### src/rtl/ddr_cmd_rr_arbiter.sv
// ----------------------------------------------------------------------------
// ddr_cmd_rr_arbiter
//
// Round-robin arbiter sharing one DDR AXI-style command port between up to
// four requesters. A winner is picked in IDLE, its command is latched and
// presented with a valid/ready handshake, and the grant is held until the
// datapath pulses burst completion.
//
// Optional feature: define ARB_TIMEOUT_EN to enable the WAIT-state watchdog.
// When it expires, the grant is released and the sticky timeout_err_o is set.
// Without the macro, WAIT holds indefinitely and timeout_err_o stays 0.
//
// Ports:
//   clk, rst_n       clock (rising edge), async active-low reset
//   req_i            per-requester request level
//   req_wr_i         per-requester direction (1 = write)
//   req_addr_i       packed addresses, requester i at [i*AW +: AW]
//   req_len_i        packed AXI len, requester i at [i*4 +: 4]
//   gnt_o            one-hot grant, held for the whole transaction
//   cmd_valid_o      command valid toward the controller
//   cmd_ready_i      controller accepts command
//   cmd_wr_o/cmd_addr_o/cmd_len_o  latched command fields
//   cmd_src_o        index of the granted requester
//   burst_done_p_i   one-cycle pulse: granted burst finished
//   busy_o           arbiter not idle
//   cmd_cnt_o        completed-transaction count (wraps)
//   err_clr_i        clears timeout_err_o
//   timeout_err_o    sticky timeout flag
// ----------------------------------------------------------------------------
module ddr_cmd_rr_arbiter #(
    parameter int NUM_REQ         = 4,
    parameter int CTRL_ADDR_WIDTH = 28,
    parameter int TIMEOUT_CYC     = 1023
) (
    input  logic                               clk,
    input  logic                               rst_n,
    input  logic [NUM_REQ-1:0]                 req_i,
    input  logic [NUM_REQ-1:0]                 req_wr_i,
    input  logic [NUM_REQ*CTRL_ADDR_WIDTH-1:0] req_addr_i,
    input  logic [NUM_REQ*4-1:0]               req_len_i,
    output logic [NUM_REQ-1:0]                 gnt_o,
    output logic                               cmd_valid_o,
    input  logic                               cmd_ready_i,
    output logic                               cmd_wr_o,
    output logic [CTRL_ADDR_WIDTH-1:0]         cmd_addr_o,
    output logic [3:0]                         cmd_len_o,
    output logic [1:0]                         cmd_src_o,
    input  logic                               burst_done_p_i,
    output logic                               busy_o,
    output logic [15:0]                        cmd_cnt_o,
    input  logic                               err_clr_i,
    output logic                               timeout_err_o
);

    typedef enum logic [1:0] {
        ST_IDLE    = 2'd0,
        ST_ISSUE   = 2'd1,
        ST_WAIT    = 2'd2,
        ST_RELEASE = 2'd3
    } state_t;

    state_t                       state_q, state_d;
    logic [1:0]                   last_q, last_d;
    logic [NUM_REQ-1:0]           gnt_q, gnt_d;
    logic                         cmd_valid_q, cmd_valid_d;
    logic                         cmd_wr_q, cmd_wr_d;
    logic [CTRL_ADDR_WIDTH-1:0]   cmd_addr_q, cmd_addr_d;
    logic [3:0]                   cmd_len_q, cmd_len_d;
    logic [1:0]                   cmd_src_q, cmd_src_d;
    logic                         busy_q, busy_d;
    logic [15:0]                  cmd_cnt_q, cmd_cnt_d;
    logic                         timeout_err_q, timeout_err_d;

    logic [2:0]                   pick_s;      // {found, index}
    logic                         handshake_s;
    logic                         tmo_hit_s;
    logic [CTRL_ADDR_WIDTH-1:0]   addr_arr_s [NUM_REQ];
    logic [3:0]                   len_arr_s  [NUM_REQ];

    // First set request bit searching upward from last+1, wrapping at NUM_REQ.
    function automatic logic [2:0] rr_pick(input logic [NUM_REQ-1:0] r,
                                           input logic [1:0]         last);
        logic [2:0] res;
        int         idx;
        logic [1:0] idx2;
        res = 3'b000;
        for (int k = 0; k < NUM_REQ; k++) begin
            idx  = (int'(last) + 1 + k) % NUM_REQ;
            idx2 = idx[1:0];
            res  = (!res[2] && r[idx2]) ? {1'b1, idx2} : res;
        end
        return res;
    endfunction

    assign handshake_s = cmd_valid_q && cmd_ready_i;

    // Unpack per-requester address and length fields for indexed selection.
    always_comb begin
        for (int i = 0; i < NUM_REQ; i++) begin
            addr_arr_s[i] = req_addr_i[i*CTRL_ADDR_WIDTH +: CTRL_ADDR_WIDTH];
            len_arr_s[i]  = req_len_i[i*4 +: 4];
        end
    end

    // Winner selection for the next IDLE decision.
    always_comb begin
        pick_s = rr_pick(req_i, last_q);
    end

`ifdef ARB_TIMEOUT_EN
    localparam logic [9:0] TMO_LAST = 10'(TIMEOUT_CYC - 1);
    logic [9:0] tmo_cnt_q, tmo_cnt_d;

    // Watchdog expires on the WAIT cycle that would make the count reach TIMEOUT_CYC.
    assign tmo_hit_s = (state_q == ST_WAIT) && (tmo_cnt_q == TMO_LAST);

    // Watchdog counter: cleared on WAIT entry, counts every WAIT cycle.
    always_comb begin
        if (state_q != ST_WAIT) begin
            tmo_cnt_d = 10'd0;
        end else begin
            tmo_cnt_d = tmo_cnt_q + 10'd1;
        end
    end

    // Watchdog counter register.
    always_ff @(posedge clk or negedge rst_n) begin
        if (!rst_n) begin
            tmo_cnt_q <= 10'd0;
        end else begin
            tmo_cnt_q <= tmo_cnt_d;
        end
    end
`else
    assign tmo_hit_s = 1'b0;
`endif

    // State register and registered outputs.
    always_ff @(posedge clk or negedge rst_n) begin
        if (!rst_n) begin
            state_q       <= ST_IDLE;
            last_q        <= 2'(NUM_REQ - 1);
            gnt_q         <= '0;
            cmd_valid_q   <= 1'b0;
            cmd_wr_q      <= 1'b0;
            cmd_addr_q    <= '0;
            cmd_len_q     <= 4'd0;
            cmd_src_q     <= 2'd0;
            busy_q        <= 1'b0;
            cmd_cnt_q     <= 16'd0;
            timeout_err_q <= 1'b0;
        end else begin
            state_q       <= state_d;
            last_q        <= last_d;
            gnt_q         <= gnt_d;
            cmd_valid_q   <= cmd_valid_d;
            cmd_wr_q      <= cmd_wr_d;
            cmd_addr_q    <= cmd_addr_d;
            cmd_len_q     <= cmd_len_d;
            cmd_src_q     <= cmd_src_d;
            busy_q        <= busy_d;
            cmd_cnt_q     <= cmd_cnt_d;
            timeout_err_q <= timeout_err_d;
        end
    end

    // Next-state logic; completion takes priority over the watchdog.
    always_comb begin
        state_d = state_q;
        case (state_q)
            ST_IDLE: begin
                if (pick_s[2]) state_d = ST_ISSUE;
                else           state_d = ST_IDLE;
            end
            ST_ISSUE: begin
                if (handshake_s) state_d = ST_WAIT;
                else             state_d = ST_ISSUE;
            end
            ST_WAIT: begin
                if (burst_done_p_i) state_d = ST_RELEASE;
                else if (tmo_hit_s) state_d = ST_RELEASE;
                else                state_d = ST_WAIT;
            end
            ST_RELEASE: state_d = ST_IDLE;
            default:    state_d = ST_IDLE;
        endcase
    end

    // Output/datapath next values, all held unless the current state updates them.
    always_comb begin
        last_d      = last_q;
        gnt_d       = gnt_q;
        cmd_valid_d = cmd_valid_q;
        cmd_wr_d    = cmd_wr_q;
        cmd_addr_d  = cmd_addr_q;
        cmd_len_d   = cmd_len_q;
        cmd_src_d   = cmd_src_q;
        cmd_cnt_d   = cmd_cnt_q;
        case (state_q)
            ST_IDLE: begin
                if (pick_s[2]) begin
                    gnt_d       = {{(NUM_REQ-1){1'b0}}, 1'b1} << pick_s[1:0];
                    cmd_valid_d = 1'b1;
                    cmd_wr_d    = req_wr_i[pick_s[1:0]];
                    cmd_addr_d  = addr_arr_s[pick_s[1:0]];
                    cmd_len_d   = len_arr_s[pick_s[1:0]];
                    cmd_src_d   = pick_s[1:0];
                    last_d      = pick_s[1:0];
                end else begin
                    gnt_d       = gnt_q;
                end
            end
            ST_ISSUE: begin
                if (handshake_s) cmd_valid_d = 1'b0;
                else             cmd_valid_d = cmd_valid_q;
            end
            ST_WAIT: begin
                if (burst_done_p_i) cmd_cnt_d = cmd_cnt_q + 16'd1;
                else                cmd_cnt_d = cmd_cnt_q;
            end
            ST_RELEASE: gnt_d = '0;
            default:    gnt_d = '0;
        endcase
        busy_d = (state_d != ST_IDLE);
        // A new timeout in the same cycle as err_clr keeps the flag set.
        if (tmo_hit_s && !burst_done_p_i) begin
            timeout_err_d = 1'b1;
        end else if (err_clr_i) begin
            timeout_err_d = 1'b0;
        end else begin
            timeout_err_d = timeout_err_q;
        end
    end

    assign gnt_o         = gnt_q;
    assign cmd_valid_o   = cmd_valid_q;
    assign cmd_wr_o      = cmd_wr_q;
    assign cmd_addr_o    = cmd_addr_q;
    assign cmd_len_o     = cmd_len_q;
    assign cmd_src_o     = cmd_src_q;
    assign busy_o        = busy_q;
    assign cmd_cnt_o     = cmd_cnt_q;
    assign timeout_err_o = timeout_err_q;

endmodule

### config.mk
export PLATFORM = sky130hd
export DESIGN_NAME = ddr_cmd_rr_arbiter
export DESIGN_NICKNAME = d
export VERILOG_FILES = /design/src/rtl/ddr_cmd_rr_arbiter.sv
export SDC_FILE = /design/constraint.sdc
export NUM_CORES = 1
export LEC_CHECK = 0
export ABC_AREA = 1
export CORE_ASPECT_RATIO = 1.25
export CORE_MARGIN = 2
export CORE_UTILIZATION = 45
export DETAILED_ROUTE_END_ITERATION = 8
export PLACE_DENSITY = 0.9
export SKIP_CTS_REPAIR_TIMING = 1
export SLEW_MARGIN = 5
export SYNTH_ARGS = -nofsm -noshare
export SYNTH_HDL_FRONTEND = slang
export SYNTH_SLANG_ARGS = --single-unit
### constraint.sdc
create_clock -name clk -period 6.2 [get_ports clk]
set_input_delay 1.24 -clock clk [delete_from_list [all_inputs] [get_ports clk]]
set_output_delay 1.24 -clock clk [all_outputs]
set_load 0.05 [all_outputs]
# After elaboration in Yosys (flattened, before gate mapping)
# Cells that the tools add are included.
# W data, S select, Z words.
dict set report word_totals {
  ff_bits 61
  in_bits 141
  elab_cells 72
}
dict set report op_classes {
  n_addsub 5
  magnitude_cmp 6
  n_eq_ne 5
  shifts 1
  n_mux 29
  bitwise_logic 1
  n_reduce_logical 15
}
# op n
set op_table {}
lappend op_table {{$bmux W28 S2} 1}
lappend op_table {{$mux W28} 2}
lappend op_table {{$add A16 B1 Y16 const B} 1}
lappend op_table {{$lt A2 B3 Y1 const B} 5}
lappend op_table {{$mux W3} 4}
lappend op_table {{$mux W4} 3}
lappend op_table {{$bmux W1 S2} 5}
lappend op_table {{$mux W1} 9}
lappend op_table {{$bmux W4 S2} 1}
lappend op_table {{$pmux W2 S4} 1}
lappend op_table {{$pmux W4 S2} 1}
lappend op_table {{$add A2 B2 Y2 const B} 3}
lappend op_table {{$reduce_and A2 Y1} 3}
lappend op_table {{$reduce_bool A2 Y1} 3}
lappend op_table {{$eq A2 B2 Y1 const B} 2}
lappend op_table {{$logic_and A1 B1 Y1} 4}
lappend op_table {{$ne A2 B2 Y1 const B} 2}
lappend op_table {{$shl A1 B2 Y4 const A} 1}
lappend op_table {{$ge A3 B3 Y1 const B} 1}
lappend op_table {{$logic_not A1 Y1} 3}
lappend op_table {{$not A2 Y3} 1}
lappend op_table {{$reduce_and A3 Y1} 1}
lappend op_table {{$add A2 B1 Y2 const B} 1}
lappend op_table {{$eq A2 B1 Y1 const B} 1}
lappend op_table {{other kinds (3)} 3}

# Depth between registers and ports, before layout
# Gate-level depths: netlist (run 1).
dict set report logic_depth {
  depth_word 17
  ltp_mapped 17
  depth_no_buf 15
}

# Least setup slack after synthesis (run 1)
# Ideal clock, no wire load.
dict set report synth_timing {
  path_type {input-to-reg}
  startpoint {input burst_done_p_i}
  endpoint {register cmd_cnt_q[12] (netlist: cmd_cnt_o[12])}
  setup_time_ps 141
  arrival_time_ps 2487
  required_time_ps 6059
  path_slack_ps 3572
  cell_stages 10
  n_path_buf 0
  cell_sequence {nand3_1 nor2_1 nand2_1 nor2_1 nand3_1 nor2_1 nand3_1 nor2_1 nand2_1 xnor2_1}
}
dict set report synth_between {
  elab_chain_cells 1
}
# element line_no
set synth_rtl {}
lappend synth_rtl {{start: declaration} 48} ;# input logic burst_done_p_i,
lappend synth_rtl {{$reduce_and A2 Y1 (no line)} --}
lappend synth_rtl {{end signal: assignment} 162} ;# cmd_cnt_q <= cmd_cnt_d;
lappend synth_rtl {{end: declaration} 71} ;# logic [15:0] cmd_cnt_q, cmd_cnt_d;
# No other way between the ends.
# A chain may end at the register's enable or synchronous reset.

# Worst setup path after layout (run 1)
dict set report layout_timing {
  startpoint {input req_i[3]}
  endpoint {register cmd_addr_q[11] (netlist: cmd_addr_o[11])}
}
dict set report layout_between {
  elab_chain_cells 16
  word_cells_on_any_way 23
  cone_classes {mux (15); bitwise (1); reduce/logical (7)}
}
# element line_no
set layout_rtl {}
lappend layout_rtl {{start: declaration} 37} ;# input logic [NUM_REQ-1:0] req_i,
lappend layout_rtl {{$bmux W1 S2} 90} ;# res = (!res[2] && r[idx2]) ? {1'b1, idx2} : res;
lappend layout_rtl {{$mux W1 (not written as such)} 90}
lappend layout_rtl {{$mux W3} 90}
lappend layout_rtl {{$logic_not A1 Y1} 90}
lappend layout_rtl {{$logic_and A1 B1 Y1} 90}
lappend layout_rtl {{$mux W3} 90}
lappend layout_rtl {{$logic_not A1 Y1} 90}
lappend layout_rtl {{$logic_and A1 B1 Y1} 90}
lappend layout_rtl {{$mux W3} 90}
lappend layout_rtl {{$logic_not A1 Y1} 90}
lappend layout_rtl {{$logic_and A1 B1 Y1} 90}
lappend layout_rtl {{$mux W3 (*)} 90}
lappend layout_rtl {{$not A2 Y3 (not written as such)} 205} ;# cmd_addr_d = addr_arr_s[pick_s[1:0]];
lappend layout_rtl {{$bmux W28 S2} 205}
lappend layout_rtl {{$mux W28 (not written as such) (2 in a row)} 205}
lappend layout_rtl {{end signal: assignment} 158} ;# cmd_addr_q <= cmd_addr_d;
lappend layout_rtl {{end: declaration} 67} ;# logic [CTRL_ADDR_WIDTH-1:0] cmd_addr_q, cmd_addr_d;
# Every way passes the cells marked *; elsewhere a longest branch is shown, timed or not. The select of a mux whose other input is x is not followed.

==> impl_metrics.tcl, run 1 <==
set metrics [dict create \
    drtAntennaViolNets 0 \
    busiest_layer "met2" \
    cts_made_buffers 9 \
    antennaDiodeCount 0 \
    ios 199 \
    drv_cap 0 \
    avgViaCountPerCell 5.09 \
    period_share_pct 61.4 \
    drt_iter0_drc 294 \
    syn2layout_area_growth_pct 51.7 \
    slew_violations 0 \
    ir_drop_uv 475 \
    cts_sinks 61 \
    final_core_util_pct 70.7 \
    die_y_um 113 \
    crit_fanout 70 \
    critPathLaunchType "input pin" \
    port_buffers 196 \
    cts_tree "done" \
    avgRoutedWirePerCell_um 14.4 \
    fin_skew_ps 9.34 \
    globalplace.congestion 0.903 \
    antenna_found_initial 0 \
    insertion_delay_ps 320 \
    timing.fmax_mhz 263 \
    min_path_type "reg2reg" \
    drive_gt1_share_pct 9.29 \
    dieArea_mm2 0.0103 \
    core-area_mm2 0.00917 \
    synthesis.nets 781 \
    syn_inst 639 \
    htree_levels 3 \
    clockBufferDepth 2 \
    rsz0062_at_grt "false" \
    rows 39 \
    post_dp_cell_area_mm2 0.00617 \
    met1_usage_pct 28.1 \
    first_global_vias 4643 \
    die_w_um 91.2 \
    critPathKind "in2reg" \
    end_kind "flop" \
    n_fill_cell 744 \
    leakage_nw 3.34 \
    use_met3_pct 6.52 \
    worstPathArrival_ps 4060 \
    drc_errors 0 \
    fin_area_mm2 0.00649 \
    hold_violations 0 \
    overflow 0 \
    synth_area_mm2 0.00428 \
    nets 955 \
    initial_utilization_pct 46.6 \
    grt_max_degree 71 \
    grt_pass1_wl_um 21800 \
    routed-via-count 4788 \
    p_per_area_mw_per_mm2 641 \
    avgSynthCellArea_um2 6.69 \
    clkTransAtPathRegs_ps 50 \
    cp_data_required_time_ps 6460 \
    worst_slew_pin_slew_ps 1260 \
    setup-tns-final_ps 0 \
    relSlewSlack_pct 15.4 \
    cts-root-buf "clkbuf_16" \
    dr.pass1.iters 5 \
    synthDistinctLibCells 30 \
    finalSetupViolations 0 \
    seq_area_frac_synth_pct 35.7 \
    dp_hpwl_um 9620 \
    ys_warn_count 0 \
    grt.total_usage_pct 26.3 \
    routed_wirelength_um 13600 \
    outcome "complete, no violations" \
    grt_util_met2_pct 49.2 \
    timing.final.crit_period_ps 3810 \
    ys_ff_latch 61 \
]
==> registers in the layout, summed over array words and instances (netlist names) <==
signal	cells
cmd_cnt_o	16
cmd_src_o	2
state_q	2
gnt_o	4
busy_o	1
cmd_len_o	4
cmd_wr_o	1
cmd_addr_o	28
cmd_valid_o	1
last_q	2
==> routing by layer <==
metal  vias up  share of wire [%]
li1       2320                  -
met1      2201                 37
met2       235                 52
met3        32                8.0
met4         0                3.1
met5         -                  0
==> cells in the mapped netlist, drive strengths merged <==
| master | count | area share [%] |
|---|---|---|
| clkbuf | 5 | 0.47 |
| nand3 | 80 | 14 |
| nand3b | 1 | 0.18 |
| nand2 | 386 | 35 |
| buf | 32 | 5.6 |
| o22ai | 1 | 0.15 |
| ha | 1 | 0.29 |
| o21ai | 8 | 0.94 |
| conb | 1 | 0.088 |
| dfrtp | 59 | 35 |
| inv | 27 | 2.4 |
| xnor2 | 6 | 1.2 |
| nor3b | 1 | 0.18 |
| dfstp | 2 | 1.2 |
| nor2 | 12 | 1.2 |
| a21oi | 4 | 0.56 |
| nand4 | 2 | 0.29 |
| nor3 | 2 | 0.23 |
| xor2 | 9 | 1.8 |
==> path summary, 6_finish.rpt <==
kind	start	endpoint	slack [ps]	cells after the start
min	cmd_addr_o[17]	cmd_addr_o[17]	480	2
min reg2reg	cmd_addr_o[17]	cmd_addr_o[17]	480	2
min in group asynchronous	rst_n	cmd_addr_o[5]	1080	2
max in group asynchronous	rst_n	cmd_addr_o[15]	4580	2
max	req_i[3]	cmd_addr_o[11]	2390	15
max reg2reg	last_q[0]	cmd_addr_o[22]	3140	15
==> critical path, stage by stage <==
cell and delay (ps):
clkdlybuf4s50_1 510, nand2_1 90, nand2_1 120, nand2_1 80, nand2_2 120, nor2_1 50
nor2_1 180, nand2_4 70, nand2_2 880, nand2_1 280, nand2_1 130, nand2_1 60
nand2_1 90, nand2_1 50, nand2_1 70
==> power by group <==
part / switching, mW / internal, mW
combinational: 2.06 / 0.913
sequential: 0.0943 / 0.561
clock: 0.168 / 0.363
total: 2.32 / 1.84
==> through the flow <==
stage	hold slack [ps]	setup WS (ps)	cells	total power, mW
2_1_floorplan	514	3570	639	2.96
3_3_place_gp	463	2240	925	3.54
3_5_place_dp	464	2130	925	3.63
4_1_cts	478	2460	941	4.17
5_1_grt	492	2130	941	4.53
6_report	477	2390	941	4.16
==> kinds of logic (layout without fill, tap and decap cells) <==
group / count (synthesis) / after routing / share of synthesized area [%]
AOI/OAI and AO/OA: 13 / 13 / 1.64
DFF: 61 / 61 / 35.7
other: 1 / 1 / 0.0877
xor gates and xnor gates: 15 / 15 / 3.07
adders and majority gates: 1 / 1 / 0.292
buffers and inverters: 64 / 243 / 8.39
and+or+nand+nor: 484 / 484 / 50.8
==> final cells by class <==
class                   count  area (um^2)  share of cell area (%)
multi-input cells         514         2400                    37.0
repair buffers            200         1990                    30.6
inverters                  27          101                    1.56
clock buffers              14          254                    3.92
clock inverters             2         60.1                   0.926
flip-flops and latches     61         1530                    23.6
well taps                 123          154                    2.37
==> layout by cell type (no fill, tap or decap) <==
cell type and n:
nand3b_1 1, o21ai_1 1, nand2_1 376, nand4_1 2, o22ai_1 1, nor2_1 11
nor2_4 1, nand3_1 38, nand2_2 8, nand2_4 2, dfstp_2 2, xnor2_1 6
nand3_2 42, inv_2 3, inv_1 24, buf_4 4, clkbuf_16 9, nor3_1 2
clkbuf_8 1, conb_1 1, a21oi_1 3, clkbuf_1 4, buf_2 1, clkdlybuf4s50_1 195
o21ai_0 7, dfrtp_1 59, xor2_1 9, bufinv_16 2, ha_1 1, a21oi_2 1
nor3b_1 1
No activity file was read; power rests on OpenSTA's default activity.
==> inputs of run 2 (changes only) <==
--- a/config.mk
+++ b/config.mk
@@ -8,9 +8,9 @@
 export ABC_AREA = 1
 export CORE_ASPECT_RATIO = 1.25
 export CORE_MARGIN = 2
-export CORE_UTILIZATION = 45
+export CORE_UTILIZATION = 38
 export DETAILED_ROUTE_END_ITERATION = 8
-export PLACE_DENSITY = 0.9
+export PLACE_DENSITY = 0.81
 export SKIP_CTS_REPAIR_TIMING = 1
 export SLEW_MARGIN = 5
 export SYNTH_ARGS = -nofsm -noshare
==> constraint.sdc (replaced) <==
create_clock -name clk -period 3.5 [get_ports clk]
set_input_delay 0.7 -clock clk [delete_from_list [all_inputs] [get_ports clk]]
set_output_delay 0.7 -clock clk [all_outputs]
set_load 0.05 [all_outputs]
==> run 2 against run 1 <==
Net effect: flip-flop and latch count is the same; critical path depth up 1; via count decreased by 4.3%; utilization shrank 11 points; worst hold slack better by 1.6 ps; count of clock-buffer cells in the layout fell by 1; combinational power rose by 83%; global-route usage shrank 4.2 points; first-iteration DRC count down 60%; critical path type unchanged.
==> impl_metrics.tcl, run 2 (synthesis gave the netlist of run 1 again) <==
set metrics [dict create \
    outcome "complete, no violations" \
    crit_buf_inv 2 \
    cpMostUsedCell "nand2_1" \
    slowest_delay_ps 490 \
    cts_made_buffers 9 \
    avgViaCountPerCell 4.77 \
    routed_wirelength_um 13300 \
    preCtsSetupSlack_ps 483 \
    dr.pass1.iters 4 \
    critPathLaunchType "input pin" \
    wl_met2_um 6620 \
    worst_slew_pin_slew_ps 1050 \
    slew_violations 0 \
    r2r_slack_ps 1070 \
    core-area_mm2 0.0110 \
    drive_gt1_share_pct 10.5 \
    cts_sinks 61 \
    drv_cap 0 \
    holdPathEnd "cmd_addr_o[13]" \
    antenna_found_initial 0 \
    syn2layout_area_growth_pct 54.3 \
    setup-tns-final_ps 0 \
    first_global_vias 4411 \
    met1Wirelength_um 5380 \
    power_mw 7.51 \
    grt_max_degree 67 \
    drc_errors 0 \
    critPathKind "in2reg" \
    ir_drop_uv 1040 \
    drtAntennaViolNets 0 \
    nets 963 \
    worstReg2RegStart "last_q[0]" \
    relSlewSlack_pct 30.0 \
    period_share_pct 75.8 \
    finalSetupViolations 0 \
    fin_skew_ps 4.09 \
    cts-root-buf "clkbuf_16" \
    insertion_delay_ps 320 \
    worstPathArrival_ps 2920 \
    cts_tree "done" \
    hold_start "cmd_addr_o[13]" \
    ios 199 \
    post_dp_cell_area_mm2 0.00629 \
    final_common_cell "nand2_1" \
    worst-r2r-cell-count 16 \
    clockBufferDepth 2 \
    fin_ws_ps 847 \
    htree_levels 3 \
    hold_ws_ps 478 \
    drt_iter0_drc 119 \
    grt.total_usage_pct 22.1 \
    crit_path_cell_trace "clkdlybuf4s50_1 -> nand2_1 -> nand2_1 -> nand2_1 -> nand2_2 -> nor2_1 -> nor2_1 -> nand2_4 -> nand2_2 -> buf_4 -> nand2_1 -> nand2_1 -> nand2_1 -> nand2_1 -> nand2_1 -> nand2_1" \
    die_w_um 98.9 \
    fin_area_mm2 0.00660 \
    layout_common_cells "nand2_1, clkdlybuf4s50_1, dfrtp_1" \
    met3WireLength_um 927 \
    crit_fanout 20 \
    timing.final.crit_period_ps 2650 \
    p_per_area_mw_per_mm2 1140 \
    min_path_type "reg2reg" \
    dp_hpwl_um 9720 \
    globalplace.congestion 0.826 \
    holdPathStages 2 \
    clkTransAtPathRegs_ps 50 \
    rsz0062_at_grt "false" \
    routed-via-count 4580 \
    largest_reg_flops 28 \
    topRoutingLayerUsed "met4" \
    cpMaxStageDelayCell "clkdlybuf4s50_1" \
    die_y_um 123 \
    end_kind "flop" \
    reg2reg_to "cmd_addr_o[18]" \
    overflow 0 \
    leakage_nw 3.39 \
    avgRoutedWirePerCell_um 13.9 \
    n_fill_cell 1045 \
    hold_violations 0 \
    port_buffers 196 \
    rows 43 \
    timing.fmax_mhz 377 \
    cp_data_required_time_ps 3760 \
    crit_family "simple AND/OR/NAND/NOR gates" \
    dieArea_mm2 0.0121 \
    grt_pass1_wl_um 21300 \
    antennaDiodeCount 0 \
    initial_utilization_pct 38.8 \
]
## run 2: cell types whose count changed in the layout (fill, tap and decap cells not counted)
cell        before  now
buf_12           0    3
bufinv_16        2    1
clkinv_2         0    1
clkinvlp_4       0    1
buf_4            4    9
clkbuf_8         1    3
clkbuf_1         4    1
## run 2: metal layers
metal	vias up	global-route usage, %
li1	2331	-
met1	2061	25.7
met2	165	38.0
met3	23	5.64
met4	0	10.0
met5	-	0
## run 2: worst max path at each step
stage                             from             end  slack (ps)  cells past startpoint
final                         req_i[2]  cmd_addr_o[17]         850                     16
after global routing          req_i[3]  cmd_addr_o[11]         610                     16
after CTS                     req_i[2]  cmd_addr_o[11]         820                     16
after detailed placement      req_i[2]  cmd_addr_o[11]         480                     16
after global placement        req_i[2]  cmd_addr_o[11]         510                     16
after floorplan           cmd_cnt_o[0]   cmd_cnt_o[12]        1360                     11
## run 2: cell type report
cell class,count,area [um^2],area share [%]
Inverter,27,101,1.54
Timing Repair Buffer,208,2080,31.6
Tap cell,135,169,2.56
Clock buffer,13,270,4.10
Clock inverter,3,42.5,0.645
Multi-Input combinational cell,514,2400,36.4
Sequential cell,61,1530,23.2
## run 2: where the power goes
| part | total (mW) | switching (mW) | internal, mW |
|---|---|---|---|
| combinational | 5.44 | 3.68 | 1.76 |
| clock | 0.911 | 0.303 | 0.608 |
| sequential | 1.16 | 0.166 | 0.993 |
| total | 7.51 | 4.15 | 3.36 |
## run 2: worst reg2reg max path, delay by kind of cell (launching register included)
kind	cells	cell delay [ps]
flops	1	590
buf+inv	3	520
simple gates	13	1210
## run 2: stage by stage
stage          utilization [%]  std cells
3_3_place_gp              57.0        945
4_1_cts                   59.8        961
5_1_grt                   59.8        961
2_1_floorplan                -        639
6_report                  59.8        961
3_5_place_dp              57.0        945
